$ cat config.mk
export PLATFORM = sky130hd
export DESIGN_NAME = clk_div_ctrl
export DESIGN_NICKNAME = d
export VERILOG_FILES = /design/src/rtl/clk_div_pkg.sv /design/src/rtl/clk_phase_ctr.sv /design/src/rtl/clk_div_ctrl.sv
export SDC_FILE = /design/constraint.sdc
export NUM_CORES = 1
export LEC_CHECK = 0
export ABC_CLOCK_PERIOD_IN_PS = 2900
export BUFFER_PORTS_ARGS = -buffer_cell sky130_fd_sc_hd__buf_2
export CAP_MARGIN = 20
export CORE_MARGIN = 2
export CORE_UTILIZATION = 40
export DETAILED_ROUTE_END_ITERATION = 12
export PLACE_DENSITY = 0.67
export SLEW_MARGIN = 5
export SYNTH_ARGS = -nofsm -noshare
export SYNTH_HDL_FRONTEND = slang
export SYNTH_SLANG_ARGS = --single-unit
export TNS_END_PERCENT = 50
$ cat constraint.sdc
create_clock -name i_ref_clk -period 2.9 [get_ports i_ref_clk]
set_input_delay 0.58 -clock i_ref_clk [delete_from_list [all_inputs] [get_ports i_ref_clk]]
set_output_delay 0.58 -clock i_ref_clk [all_outputs]
set_load 0.02 [all_outputs]
$ cat src/rtl/clk_div_pkg.sv
// Shared definitions for the clock divider, its control stage and the register file.
package clk_div_pkg;

  typedef enum logic [1:0] {
    ST_OFF  = 2'd0,
    ST_RUN  = 2'd1,
    ST_STOP = 2'd2
  } state_t;

  localparam int unsigned MIN_RATIO = 2;

endpackage

$ cat src/rtl/clk_phase_ctr.sv
// Shadow phase counter; steps in lockstep with the divider's internal counter.
module clk_phase_ctr #(
  parameter int unsigned WIDTH = 4
) (
  input  logic             i_clk,
  input  logic             i_clr,
  input  logic             i_en,
  input  logic [WIDTH-1:0] i_ratio,
  output logic             o_bnd_c
);

  logic [WIDTH-1:0] r_phase;

  assign o_bnd_c = i_en && (r_phase == (i_ratio - WIDTH'(1)));

  always_ff @(posedge i_clk) begin
    if (i_clr) begin
      r_phase <= '0;
    end else if (i_en) begin
      r_phase <= o_bnd_c ? '0 : (r_phase + WIDTH'(1));
    end
  end

endmodule

$ cat src/rtl/clk_div_ctrl.sv
// Divider control: boundary-aligned ratio commits and glitch-free start/stop.
// Optional o_period_tick output when CLK_DIV_CTRL_TICK_EN is defined.
module clk_div_ctrl
  import clk_div_pkg::*;
#(
  parameter int unsigned WIDTH         = 4,
  parameter int unsigned DEFAULT_RATIO = 2
) (
  input  logic             i_ref_clk,
  input  logic             i_rst,
  input  logic             i_enable,
  input  logic [WIDTH-1:0] i_cfg_ratio,
  input  logic             i_cfg_valid,
  output logic [WIDTH-1:0] o_div_ratio,
  output logic             o_clk_en,
  output logic             o_cfg_ack,
  output logic             o_cfg_err,
  output logic             o_busy
`ifdef CLK_DIV_CTRL_TICK_EN
  ,
  output logic             o_period_tick
`endif
);

  state_t           r_state;
  logic [WIDTH-1:0] r_div_ratio;
  logic [WIDTH-1:0] r_pend_ratio;
  logic             r_pend_vld;
  logic             r_clk_en;
  logic             r_cfg_ack;
  logic             r_cfg_err;
  logic             w_bnd;
  logic             w_wr_ok;
  logic             w_wr_bad;

  assign w_wr_bad = i_cfg_valid && (i_cfg_ratio < WIDTH'(MIN_RATIO));
  assign w_wr_ok  = i_cfg_valid && !w_wr_bad;

  clk_phase_ctr #(
    .WIDTH (WIDTH)
  ) u_phase (
    .i_clk   (i_ref_clk),
    .i_clr   (i_rst),
    .i_en    (r_clk_en),
    .i_ratio (r_div_ratio),
    .o_bnd_c (w_bnd)
  );

  always_ff @(posedge i_ref_clk) begin
    if (i_rst) begin
      r_state      <= ST_OFF;
      r_div_ratio  <= WIDTH'(DEFAULT_RATIO);
      r_pend_ratio <= '0;
      r_pend_vld   <= 1'b0;
      r_clk_en     <= 1'b0;
      r_cfg_ack    <= 1'b0;
      r_cfg_err    <= 1'b0;
    end else begin
      r_cfg_err <= w_wr_bad;
      r_cfg_ack <= 1'b0;

      // Divider idle: writes apply at once; running: defer to the next boundary
      if (r_state == ST_OFF) begin
        if (w_wr_ok) begin
          r_div_ratio <= i_cfg_ratio;
          r_cfg_ack   <= 1'b1;
        end
      end else if (w_bnd) begin
        if (w_wr_ok) begin
          r_div_ratio <= i_cfg_ratio;
          r_cfg_ack   <= 1'b1;
        end else if (r_pend_vld) begin
          r_div_ratio <= r_pend_ratio;
          r_cfg_ack   <= 1'b1;
        end
        r_pend_vld <= 1'b0;
      end else if (w_wr_ok) begin
        r_pend_ratio <= i_cfg_ratio;
        r_pend_vld   <= 1'b1;
      end

      case (r_state)
        ST_OFF: begin
          if (i_enable) begin
            r_state  <= ST_RUN;
            r_clk_en <= 1'b1;
          end
        end
        ST_RUN: begin
          if (!i_enable) r_state <= ST_STOP;
        end
        ST_STOP: begin
          if (i_enable) begin
            r_state <= ST_RUN;
          end else if (w_bnd) begin
            r_state  <= ST_OFF;
            r_clk_en <= 1'b0;
          end
        end
        default: begin
          r_state  <= ST_OFF;
          r_clk_en <= 1'b0;
        end
      endcase
    end
  end

`ifdef CLK_DIV_CTRL_TICK_EN
  logic r_period_tick;

  always_ff @(posedge i_ref_clk) begin
    if (i_rst) r_period_tick <= 1'b0;
    else       r_period_tick <= w_bnd;
  end

  assign o_period_tick = r_period_tick;
`endif

  assign o_div_ratio = r_div_ratio;
  assign o_clk_en    = r_clk_en;
  assign o_cfg_ack   = r_cfg_ack;
  assign o_cfg_err   = r_cfg_err;
  assign o_busy      = r_pend_vld;

endmodule
==> impl_metrics.env, run 1 <==
export IMPL_fin_area_sq_mm=0.00104
export IMPL_start_util_pct=41.7
export IMPL_dpl_instance_area_sq_mm=0.00100
export IMPL_final_util_pct=47.9
export IMPL_antenna_found_initial=0
export IMPL_core_area_sq_mm=0.00217
export IMPL_area_growth_synth_to_final_pct=14.9
export IMPL_yosysTopAreaCellShare_pct=39.8
export IMPL_remaining_drc_errors=0
export IMPL_worst_setup_path_end_kind="flip-flop"
export IMPL_fill_cells=212
export IMPL_critPathRequiredTime_ns=3.13
export IMPL_overflow=0
export IMPL_r2r_end="o_div_ratio[3]"
export IMPL_leakagePower_nw=0.442
export IMPL_layout_drive_gt1_share_pct=23.6
export IMPL_layout_commonest_cell="dfxtp_1"
export IMPL_via_count=701
export IMPL_path_cells="inv_1 -> ha_1 -> xor2_1 -> xnor2_2 -> a31oi_4 -> or3_1 -> a21oi_1"
export IMPL_final_cell_mix="dfxtp_1 (18), buf_2 (15), a21oi_1 (7), nor2_1 (7), mux2i_1 (7)"
export IMPL_worstSetupPathType="reg2reg"
export IMPL_synth_area_leaders="dfxtp_1 (40%), mux2i_1 (7.7%), xor2_1 (5.8%)"
export IMPL_clock_latency_ns=0.29
export IMPL_grt_usage_pct=13.8
export IMPL_worstMarginPinSlew_ns=0.561
export IMPL_yosysWarnings=0
export IMPL_cts_max_level=1
export IMPL_finalCritPeriodShare_pct=66.6
export IMPL_synthDistinctLibCells=29
export IMPL_clock_sinks=18
export IMPL_finalCriticalPeriod_ns=1.93
export IMPL_grt_pass1_vias=640
export IMPL_startpoint_type="flip-flop"
export IMPL_firstDrtPassIters=4
export IMPL_seq_area_frac_synth_pct=39.8
export IMPL_clk_pin_slew_worst_paths_ns=0.10
export IMPL_grt_use_met1_pct=15.9
export IMPL_die_h_microns=51.6
export IMPL_dieArea_sq_mm=0.00266
export IMPL_yosys_area_share_xor_xnor_pct=9.41
export IMPL_syn_area_sq_um=905
export IMPL_nets=121
export IMPL_ctsResizeCount=0
export IMPL_slowest_stage="dfxtp_1"
export IMPL_rr_startpoint="o_div_ratio[0]"
export IMPL_routabilityCongestion=0.762
export IMPL_cts_tree="done"
export IMPL_drv_cap=0
export IMPL_wire_per_inst_microns=12.2
export IMPL_relSlewSlack_pct=62.6
export IMPL_dpl_hpwl_microns=1270
export IMPL_diodes=0
export IMPL_synth_avg_cell_area_sq_um=9.62
export IMPL_holdWs_ns=0.479
export IMPL_critPathArrivalTime_ns=2.16
export IMPL_io_pins=16
export IMPL_grt_util_met2_pct=23.7
export IMPL_synth_mux_area_share_pct=8.99
export IMPL_synth_top_family_by_area="compound AO/OA/AOI/OAI gates"
export IMPL_rows=17
export IMPL_setup_viol=0
export IMPL_cp_num_buf_inv=1
export IMPL_numPortBuffers=15
export IMPL_crit_family="XOR/XNOR gates"
export IMPL_busiest_layer="met2"
export IMPL_ir_drop_v=0.000278
export IMPL_synth_compound_area_share_pct=17.8
export IMPL_ctsHoldBuffers=0
export IMPL_hold_class="in2reg"
export IMPL_cts_buffers=3
export IMPL_crit_start="o_div_ratio[0]"
export IMPL_hold_viol=0
export IMPL_ys_seq_elements=18
export IMPL_cts_setup_buffers=0
export IMPL_skew_ns=0.00226
export IMPL_power_density_mw_per_mm2=530
export IMPL_drt_iter0_markers=11
export IMPL_grt_pass1_wl_microns=2700
export IMPL_grtUsageMet3_pct=2.59
export IMPL_worst_r2r_cell_count=7
export IMPL_cp_num_cells=7
export IMPL_fp_dieW_microns=51.6
export IMPL_grt_max_degree=22
export IMPL_vias_per_cell=5.08
export IMPL_synth_area_leader_cell="dfxtp_1"
export IMPL_worstSetupEndpoint="o_div_ratio[3]"
export IMPL_r2r_setup_slack_ns=0.97
export IMPL_syn_num_nets=104
export IMPL_antenna_left=0
export IMPL_clockBufferDepth=2
export IMPL_max_freq_ghz=0.518
export IMPL_crit_fanout=9
export IMPL_cp_slowest_stage_delay_ns=0.41
export IMPL_fin_setup_tns_ns=0
export IMPL_drt_wl_total_microns=1690
export IMPL_maxSlewViolCount=0
export IMPL_status="complete, no violations"
export IMPL_synth_fa_ha_area_share_pct=2.77
export IMPL_cts_root_buf="clkbuf_4"
export IMPL_synth_simple_area_share_pct=17.8
export IMPL_syn_inst=94
export IMPL_rsz0062_at_grt="false"
[per-stage QoR]
stage          power, W  instances  worst slack [ns]
6_report       0.000551        138             0.969
2_1_floorplan  0.000372         94             0.993
3_3_place_gp   0.000398        134             0.967
4_1_cts        0.000558        138             0.945
3_5_place_dp   0.000402        134             0.938
5_1_grt        0.000576        138             0.848
[layer usage]
| metal | vias to the layer above | wire (microns) |
|---|---|---|
| li1 | 367 | - |
| met1 | 323 | 805 |
| met2 | 7 | 801 |
| met3 | 4 | 48 |
| met4 | 0 | 31 |
| met5 | - | 0 |
[final cells by class]
type,count,area (sq um),share of cell area (%)
clock buffer,4,36.3,3.49
inverter,5,18.8,1.81
multi-input combinational,68,514,49.5
sequential,18,360,34.7
tap,28,35.0,3.37
timing repair buffer,15,75.1,7.22
[how the worst min path moves through the flow]
stage,from,to,depth (start not counted)
after floorplan,r_pend_ratio[1],r_pend_ratio[1],2
after global placement,r_pend_ratio[1],r_pend_ratio[1],2
after detailed placement,r_pend_ratio[3],r_pend_ratio[3],2
after CTS,i_enable,r_state[1],2
after global routing,i_enable,r_state[1],2
final,i_enable,r_state[1],2
[cells in the mapped netlist (all sizes together)]
library cell,number
a31oi,2
nand3,3
or3,2
nor2,7
nor3,4
o31ai,1
or2,1
nand2b,5
inv,5
mux2i,7
mux2,1
o31a,1
dfxtp,18
nor3b,1
nand3b,1
nand2,2
nand4,1
and3,1
o41a,1
a211oi,3
ha,2
a21oi,7
xnor2,2
clkbuf,3
nor4,1
xor2,6
o21ai,5
o41ai,1
[flip-flops by register name (all words and copies together), names as in the netlist]
| name | cells |
|---|---|
| o_cfg_err | 1 |
| o_busy | 1 |
| u_phase.r_phase | 4 |
| r_pend_ratio | 4 |
| o_clk_en | 1 |
| r_state | 2 |
| o_div_ratio | 4 |
| o_cfg_ack | 1 |
[worst register-to-register path: stages, from the launching register on]
cell     delay, ns
dfxtp_1       0.41
inv_1         0.09
ha_1          0.21
xor2_1        0.16
xnor2_2       0.28
a31oi_4       0.20
or3_1         0.38
a21oi_1       0.15
[power by group]
group	total (W)	switching [W]	internal [W]
registers	0.000281	0.0000177	0.000263
clock network	0.000156	0.0000792	0.0000765
logic	0.000114	0.0000655	0.0000488
total	0.000551	0.000162	0.000388
[logic make-up after synthesis]
| family | after synthesis |
|---|---|
| compound gates | 21 |
| xor+xnor | 8 |
| fa+ha+maj | 2 |
| buf+inv | 8 |
| flops | 18 |
| mux | 8 |
| simple gates | 29 |
Note: power is estimated with default switching activity, not from simulation.
==> run 2: changes to the inputs <==
--- a/config.mk
+++ b/config.mk
@@ -5,7 +5,7 @@
 export SDC_FILE = /design/constraint.sdc
 export NUM_CORES = 1
 export LEC_CHECK = 0
-export ABC_CLOCK_PERIOD_IN_PS = 2900
+export ABC_CLOCK_PERIOD_IN_PS = 1800
 export BUFFER_PORTS_ARGS = -buffer_cell sky130_fd_sc_hd__buf_2
 export CAP_MARGIN = 20
 export CORE_MARGIN = 2
==> constraint.sdc (replaced) <==
create_clock -name i_ref_clk -period 1.8 [get_ports i_ref_clk]
set_input_delay 0.36 -clock i_ref_clk [delete_from_list [all_inputs] [get_ports i_ref_clk]]
set_output_delay 0.36 -clock i_ref_clk [all_outputs]
set_load 0.02 [all_outputs]
==> run 2 against run 1 <==
  * Clock skew increased by 0.0051 ns
  * Via count increased by 8.1%
  * Total power increased by 63%
  * Wire length increased by 13%
  * Core utilization increased by 4.7 points
  * Critical path depth unchanged
  * Clock power increased by 37%
  * Largest cell class unchanged
  * Highest routed layer unchanged
==> impl_metrics.env, run 2 (synthesis results as in run 1) <==
export IMPL_critPathArrivalTime_ns=1.99
export IMPL_grt_max_degree=22
export IMPL_fp_dieW_microns=51.6
export IMPL_finalCriticalPeriod_ns=1.75
export IMPL_crit_start="o_div_ratio[0]"
export IMPL_numPortBuffers=15
export IMPL_diodes=0
export IMPL_clockBufferDepth=2
export IMPL_antenna_left=0
export IMPL_min_from="i_cfg_ratio[1]"
export IMPL_max_freq_ghz=0.572
export IMPL_busiest_layer="met2"
export IMPL_cts_buffers=3
export IMPL_area_growth_synth_to_final_pct=26.1
export IMPL_grt_use_met1_pct=20.8
export IMPL_wire_per_inst_microns=12.9
export IMPL_hold_class="in2reg"
export IMPL_dpl_hpwl_microns=1350
export IMPL_maxSlewViolCount=0
export IMPL_fill_cells=213
export IMPL_cts_tree="done"
export IMPL_holdWs_ns=0.264
export IMPL_critPathRequiredTime_ns=2.04
export IMPL_ctsHoldBuffers=0
export IMPL_cts_root_buf="clkbuf_4"
export IMPL_layout_drive_gt1_share_pct=35.0
export IMPL_relSlewSlack_pct=73.4
export IMPL_drt_iter0_markers=4
export IMPL_total_power_w=0.000896
export IMPL_vias_per_cell=5.12
export IMPL_final_cell_mix="dfxtp_1 (16), buf_2 (15), buf_4 (10)"
export IMPL_hold_viol=0
export IMPL_dieArea_sq_mm=0.00266
export IMPL_drv_cap=0
export IMPL_dpl_instance_area_sq_mm=0.00106
export IMPL_rows=17
export IMPL_worstMarginPinSlew_ns=0.399
export IMPL_firstDrtPassIters=4
export IMPL_core_area_sq_mm=0.00217
export IMPL_die_h_microns=51.6
export IMPL_startpoint_type="flip-flop"
export IMPL_start_util_pct=41.7
export IMPL_status="complete, no violations"
export IMPL_leakagePower_nw=0.489
export IMPL_finalCritPeriodShare_pct=97.2
export IMPL_clock_latency_ns=0.30
export IMPL_cts_max_level=1
export IMPL_setup_viol=0
export IMPL_ir_drop_v=0.000415
export IMPL_routabilityCongestion=0.716
export IMPL_final_util_pct=52.6
export IMPL_grtUsageMet3_pct=3.74
export IMPL_clk_pin_slew_worst_paths_ns=0.11
export IMPL_rsz0062_at_grt="true"
export IMPL_via_count=758
export IMPL_skew_ns=0.00738
export IMPL_fin_area_sq_mm=0.00114
export IMPL_antenna_found_initial=0
export IMPL_power_density_mw_per_mm2=786
export IMPL_grt_usage_pct=15.9
export IMPL_drt_wl_total_microns=1910
export IMPL_worst_setup_path_end_kind="flip-flop"
export IMPL_crit_fanout=7
export IMPL_clock_sinks=18
export IMPL_overflow=0
export IMPL_worstSetupPathType="reg2reg"
export IMPL_layout_commonest_cell="dfxtp_1"
export IMPL_remaining_drc_errors=0
export IMPL_grt_util_met2_pct=24.6
export IMPL_nets=131
export IMPL_rr_startpoint="o_div_ratio[0]"
export IMPL_grt_pass1_vias=697
export IMPL_grt_pass1_wl_microns=3120
export IMPL_io_pins=16
run 2: per-stage QoR:
step / std cells / setup TNS (ns) / setup slack [ns]
2_1_floorplan: 94 / 0 / 0.0144
3_3_place_gp: 141 / 0 / 0.0485
3_5_place_dp: 141 / 0 / 0.0168
4_1_cts: 145 / 0 / 0.00178
5_1_grt: 148 / -0.0186 / -0.0103
6_report: 148 / 0 / 0.0505
run 2: worst paths after layout:
| check | slack (ns) | endpoint | cells after the start |
|---|---|---|---|
| setup / recovery | 0.05 | o_div_ratio[3] | 7 |
| hold / removal | 0.26 | o_cfg_err | 2 |
| hold reg to reg | 0.50 | r_pend_ratio[2] | 2 |
| setup reg to reg | 0.05 | o_div_ratio[3] | 7 |
run 2: power breakdown:
group	total, W	switching [W]	internal (W)
clock network	0.000214	0.000128	0.0000863
registers	0.000448	0.0000242	0.000424
logic	0.000234	0.000125	0.000109
total	0.000896	0.000277	0.000619
run 2: layer usage:
| metal | wire length [microns] | share of wire [%] |
|---|---|---|
| met1 | 876 | 46 |
| met3 | 67 | 3.5 |
| met5 | 0 | 0 |
| met4 | 19 | 1.0 |
| met2 | 947 | 50 |
run 2: final cells by class:
type	count	area, sq um	share of cell area, %
Clock buffer	4	26.3	2.30
Inverter	5	21.3	1.86
Multi-Input combinational cell	68	543	47.6
Sequential cell	18	365	32.0
Tap cell	28	35.0	3.07
Timing Repair Buffer	25	150	13.2
run 2: timing repair:
action | CTS | global route
pin swaps | 1 | 6
setup buffers | 0 | 3
setup endpoints to repair | 4 | 9
gates resized for setup | 1 | 6
endpoints found under the hold margin | 0 | 0
run 2: critical path, cell delays in order (launching register included):
cell     delay (ns)
dfxtp_4        0.38
inv_4          0.04
ha_4           0.26
xor2_1         0.14
and3_4         0.24
a31oi_4        0.12
or3_1          0.39
a21oi_1        0.12
